--- src/rtl/inst_encoder_pkg.sv ---
// Shared RV32I encode/decode definitions: immediate-format selectors, NOP word,
// immediate range limits and the field bundle carried through the encoder.
package inst_encoder_pkg;

    localparam int unsigned INST_W = 32;

    localparam logic [2:0] IMMSEL_R   = 3'd0;
    localparam logic [2:0] IMMSEL_I   = 3'd1;
    localparam logic [2:0] IMMSEL_S   = 3'd2;
    localparam logic [2:0] IMMSEL_B   = 3'd3;
    localparam logic [2:0] IMMSEL_U   = 3'd4;
    localparam logic [2:0] IMMSEL_J   = 3'd5;
    localparam logic [2:0] IMMSEL_CSR = 3'd6;
    localparam logic [2:0] IMMSEL_ILL = 3'd7;

    localparam logic [INST_W-1:0] NOP_INST = 32'h0000_0013;

    // Signed immediate limits; B/J upper limits are the largest even offsets
    localparam logic signed [31:0] IMM12_MIN = -32'sd2048;
    localparam logic signed [31:0] IMM12_MAX = 32'sd2047;
    localparam logic signed [31:0] IMMB_MIN  = -32'sd4096;
    localparam logic signed [31:0] IMMB_MAX  = 32'sd4094;
    localparam logic signed [31:0] IMMJ_MIN  = -32'sd1048576;
    localparam logic signed [31:0] IMMJ_MAX  = 32'sd1048574;
    localparam logic [31:0]        ZIMM_MAX  = 32'd31;

    typedef struct packed {
        logic [2:0]  immsel;
        logic [6:0]  opcode;
        logic [4:0]  rd;
        logic [4:0]  rs1;
        logic [4:0]  rs2;
        logic [2:0]  funct3;
        logic [6:0]  funct7;
        logic [11:0] csr_addr;
        logic [31:0] imm;
    } fields_t;

endpackage

--- src/rtl/inst_encoder_pack.sv ---
// Combinational immediate range check and type-specific bit scatter into a
// 32-bit RV32I instruction word.
module inst_encoder_pack
    import inst_encoder_pkg::*;
(
    input  fields_t           f,
    output logic [INST_W-1:0] inst,
    output logic              err
);

    logic signed [31:0] imm_s;

    assign imm_s = $signed(f.imm);

    always_comb begin
        inst = '0;
        err  = 1'b0;
        case (f.immsel)
            IMMSEL_R: begin
                inst = {f.funct7, f.rs2, f.rs1, f.funct3, f.rd, f.opcode};
            end
            IMMSEL_I: begin
                err  = (imm_s < IMM12_MIN) || (imm_s > IMM12_MAX);
                inst = {f.imm[11:0], f.rs1, f.funct3, f.rd, f.opcode};
            end
            IMMSEL_S: begin
                err  = (imm_s < IMM12_MIN) || (imm_s > IMM12_MAX);
                inst = {f.imm[11:5], f.rs2, f.rs1, f.funct3, f.imm[4:0], f.opcode};
            end
            IMMSEL_B: begin
                err  = (imm_s < IMMB_MIN) || (imm_s > IMMB_MAX) || f.imm[0];
                inst = {f.imm[12], f.imm[10:5], f.rs2, f.rs1, f.funct3,
                        f.imm[4:1], f.imm[11], f.opcode};
            end
            IMMSEL_U: begin
                err  = (f.imm[11:0] != 12'd0);
                inst = {f.imm[31:12], f.rd, f.opcode};
            end
            IMMSEL_J: begin
                err  = (imm_s < IMMJ_MIN) || (imm_s > IMMJ_MAX) || f.imm[0];
                inst = {f.imm[20], f.imm[10:1], f.imm[11], f.imm[19:12], f.rd, f.opcode};
            end
            IMMSEL_CSR: begin
                // zimm is zero-extended, so any bit above [4:0] is out of range
                err  = (f.imm > ZIMM_MAX);
                inst = {f.csr_addr, f.imm[4:0], f.funct3, f.rd, f.opcode};
            end
            default: begin
                inst = NOP_INST;
                err  = 1'b1;
            end
        endcase
    end

endmodule

--- src/rtl/inst_encoder.sv ---
// Streaming RV32I instruction assembler: two-stage valid/ready pipeline
// (S1 holds the field bundle, S2 holds the packed word) plus hand-off counters.
module inst_encoder
    import inst_encoder_pkg::*;
#(
    parameter int unsigned CNT_W = 16
) (
    input  logic              clk,
    input  logic              rst_n,
    input  logic              in_valid,
    output logic              in_ready,
    input  logic [2:0]        immsel,
    input  logic [6:0]        opcode,
    input  logic [4:0]        rd,
    input  logic [4:0]        rs1,
    input  logic [4:0]        rs2,
    input  logic [2:0]        funct3,
    input  logic [6:0]        funct7,
    input  logic [11:0]       csr_addr,
    input  logic [31:0]       imm,
    output logic              out_valid,
    input  logic              out_ready,
    output logic [INST_W-1:0] out_inst,
    output logic              out_err,
    output logic [CNT_W-1:0]  enc_count,
    output logic [CNT_W-1:0]  err_count
);

    fields_t           in_f;
    fields_t           s1_f;
    logic              s1_valid;
    logic              adv1;
    logic              adv2;
    logic [INST_W-1:0] pack_inst;
    logic              pack_err;
    logic              out_hs;

    assign in_f = '{immsel: immsel, opcode: opcode, rd: rd, rs1: rs1, rs2: rs2,
                    funct3: funct3, funct7: funct7, csr_addr: csr_addr, imm: imm};

    // A stage advances when it is empty or the stage after it is draining
    assign adv2     = !out_valid || out_ready;
    assign adv1     = !s1_valid || adv2;
    assign in_ready = adv1;
    assign out_hs   = out_valid && out_ready;

    inst_encoder_pack u_pack (
        .f    (s1_f),
        .inst (pack_inst),
        .err  (pack_err)
    );

    // S1: field bundle register
    always_ff @(posedge clk or negedge rst_n) begin
        if (!rst_n) begin
            s1_valid <= 1'b0;
            s1_f     <= '0;
        end else if (adv1) begin
            s1_valid <= in_valid;
            if (in_valid) begin
                s1_f <= in_f;
            end
        end
    end

    // S2: packed word register; holds while stalled
    always_ff @(posedge clk or negedge rst_n) begin
        if (!rst_n) begin
            out_valid <= 1'b0;
            out_inst  <= '0;
            out_err   <= 1'b0;
        end else if (adv2) begin
            out_valid <= s1_valid;
            if (s1_valid) begin
                out_inst <= pack_inst;
                out_err  <= pack_err;
            end
        end
    end

    always_ff @(posedge clk or negedge rst_n) begin
        if (!rst_n) begin
            enc_count <= '0;
            err_count <= '0;
        end else if (out_hs) begin
            enc_count <= enc_count + CNT_W'(1);
            err_count <= err_count + CNT_W'(out_err);
        end
    end

endmodule

--- config.mk ---
export PLATFORM = sky130hd
export DESIGN_NAME = inst_encoder
export DESIGN_NICKNAME = d
export VERILOG_FILES = /design/src/rtl/inst_encoder_pkg.sv /design/src/rtl/inst_encoder_pack.sv /design/src/rtl/inst_encoder.sv
export SDC_FILE = /design/constraint.sdc
export NUM_CORES = 1
export LEC_CHECK = 0
export CAP_MARGIN = 20
export CORE_MARGIN = 1.5
export CORE_UTILIZATION = 30
export DETAILED_ROUTE_END_ITERATION = 7
export MAX_ROUTING_LAYER = met4
export PLACE_DENSITY = 0.57
export SYNTH_ARGS = -nofsm -noshare
export SYNTH_HDL_FRONTEND = slang
export SYNTH_SLANG_ARGS = --single-unit
export TNS_END_PERCENT = 100
--- constraint.sdc ---
create_clock -name clk -period 2.6 [get_ports clk]
set_clock_uncertainty 0.2 [all_clocks]
set_input_delay 0.39 -clock clk [delete_from_list [all_inputs] [get_ports clk]]
set_output_delay 0.39 -clock clk [all_outputs]
set_load 0.03 [all_outputs]
==> results.cfg <==
[status]
status = completed

[placed_design]
post-dp-hpwl_um = 12600
placement.cell_area_um2 = 8330
number_of_cells_in_the_design_after_placement = 951
pre_cts_slack_ns = 0.243
port_buffers = 149
place_congestion = 0.850

[critical_path]
start_kind = flop
worst_setup_path_end_kind = output pin
reg2reg_setup_slack_ns = 0.31
worst_r2r_path_depth = 5
crit-reg2reg-launch = s1_f[77]$_DFFE_PN0P_
cp.required_ns = 2.01
data_arrival_critical_path_ns = 1.79
critical_path_class = reg2out
timing.critical_path.fanout_max = 7
end_of_the_worst_register_to_register_path = out_inst[30]$_DFFE_PN0P_

[power]
irDropWorstVdd_mv = 0.402
static-leakage-power_nw = 3.68
cellPowerDensity_nw_per_um2 = 837

[timing]
max-slew-margin-rel_pct = 62.6
fin_setup_tns_ns = 0
fin_crit_ns = 2.38
worstMarginPinSlew_ns = 0.561
postLayoutSetupSlackWorst_ns = 0.223
final-setup-viol-count = 0
timing_hold_violations_final = 0
period_share_pct = 91.4
slew_violations = 0
unrepaired_setup_endpoints_after_global_routing = no
fmaxAchievable_ghz = 0.421

[detailed_routing]
postRouteAntennaNets = 0
detail_route.wl_per_cell_um = 17.1
routed_via_density = 4.91
overall_via_count_from_detail_route = 4828
drc = 0
finalWirelength_um = 16800
detailedRoute.firstPassIterationCount = 4
drt_iter0_markers = 163

[finish]
combined_area_of_the_multi_input_logic_cells_um2 = 2630
flow.area_growth_from_synthesis_pct = 38.7
layout-drive-gt1-share_pct = 18.8
final_layout_net_count = 782
post-route-cell-area_um2 = 8890
layout.filler_cells = 1951
area.sequential_um2 = 3650
fin_cells = 984
insertedDiodeCount = 0

[clock_network]
clockBufferDepth = 2
cts.clk_slew.worst_paths_ns = 0.06
cts_sinks = 146
tritoncts_clock_tree = built
post_cts_resize_count = 0
clkLatencyLatePin_ns = 0.42
clk_root_buffer_cell = clkbuf_16
inserted_clock_buffers = 17
cts.htree.levels = 4

[synth]
ys_ff_latch = 146
cell_types_with_the_largest_area_share_after_synthesis = dfrtp_1 (57%), mux2_2 (14%), nand2_1 (3.3%)
ys_seq_area_share_pct = 57.0
asyncSetResetFlopFracSynth_pct = 100
synth_edf_count = 0
commonest_cells_in_the_netlist = dfrtp_1 (146), mux2_2 (79), nand2_1 (57), nor2_1 (33), o21ai_0 (24)
ys_dominant_reg_cell = dfrtp_1
most_numerous_cell_in_the_yosys_netlist = dfrtp_1
syn_nets = 624
synth_cell_type_count = 44
post-synth-top-area-fraction_pct = 57.0
synth_top_area_cell = dfrtp_1
synth.cell_area_um2 = 6410
syn_avg_cell_area_um2 = 11.9
synth_warnings = 0
netlist_instances = 538

[grt]
number_of_antenna_violations_at_the_first_check_in_global_routing = 0
grt_pass1_wl_um = 26800
number_of_global_route_vias_before_repair = 4988
grt_overflow = 0
pin_count_of_the_biggest_net_entering_global_routing = 61
global_route.usage.total_pct = 16.1

[floorplan]
fp-row-count = 53
design.portCount = 150
die_height_um = 149
fp.dieArea_um2 = 22300
start_util_pct = 30.5
placeableCoreArea_um2 = 21000
die_wd_um = 149

[min_path]
hold_path.startpoint = err_count[15]$_DFFE_PN0P_
whs_endpoint = err_count[15]$_DFFE_PN0P_
hold-path-cell-count = 1
hold_class = reg2reg

[job]
maxCapViolations = 0
repair_timing:
action	in CTS	in global routing
hold buffers	1	0
setup buffers	0	0
hold endpoints to repair	58	0
worst max-delay path by stage:
| stage | endpoint | slack, ns | start |
|---|---|---|---|
| global route | out_inst[25]$_DFFE_PN0P_ | 0.11 | s1_f[77]$_DFFE_PN0P_ |
| detailed placement | in_ready | 0.24 | out_ready |
| finish | in_ready | 0.22 | out_valid$_DFFE_PN0P_ |
| CTS | in_ready | 0.21 | out_valid$_DFFE_PN0P_ |
| global placement | in_ready | 0.25 | out_ready |
| floorplan | s1_f[66]$_DFFE_PN0P_ | 0.28 | out_valid$_DFFE_PN0P_ |
per-stage QoR:
stage          util, %  hold slack [ns]  total power, W
2_1_floorplan        -           -0.106         0.00422
3_3_place_gp      39.6            0.210         0.00516
3_5_place_dp      39.6            0.216         0.00521
4_1_cts           42.3            0.285         0.00754
5_1_grt           42.3            0.300         0.00782
6_report          42.3            0.275         0.00744
metal layers:
metal	global-route usage (%)	vias to the layer above	wire, um
li1	-	2262	-
met1	20.3	2390	7600
met2	25.3	161	8020
met3	4.56	15	949
met4	4.75	0	225
met5	-	-	0
critical path: stages, from the launching register on:
cell	delay (ns)
dfrtp_1	0.44
nand3b_1	0.22
clkdlybuf4s50_1	0.71
power by group:
group	switching, W	internal [W]
clock network	0.000950	0.00134
registers	0.000408	0.00268
logic	0.00109	0.000977
sequential cells by signal, indices dropped and copies added, names as in the netlist:
name and count:
s1_f 79, out_inst 32, enc_count 16, err_count 16
out_err 1, out_valid 1, s1_valid 1
logic make-up after synthesis:
logic type | synth area share [%]
AO/OA/AOI/OAI | 9.44
XOR/XNOR | 4.10
adder cells (fa/ha/maj) | 0.585
buffers and inverters | 2.17
flip-flops | 57.0
multiplexers | 15.3
AND/OR/NAND/NOR | 11.5
cell type report:
cell class	instances	area share, %
multi-input combinational	359	29.6
sequential	146	41.1
inverter	5	0.211
tap	275	3.87
timing repair buffer	167	19.0
clock buffer	20	5.02
clock inverter	12	1.24
layout by cell type, fill, tap and decap left out, types with 5 or more instances in the layout:
cell type,n
clkdlybuf4s50_1,148
dfrtp_1,146
mux2_2,79
nand2_1,56
nor2_1,33
o21ai_0,24
xnor2_1,20
nand4_1,19
clkbuf_16,17
a21oi_1,14
a221oi_1,13
buf_4,12
xor2_1,10
mux2i_1,9
nand3_1,8
a22oi_1,8
and3_1,7
nand2b_1,7
a2bb2oi_1,7
clkinvlp_4,7
inv_1,5
buf_12,5
Power figures use the tool's default switching activity.
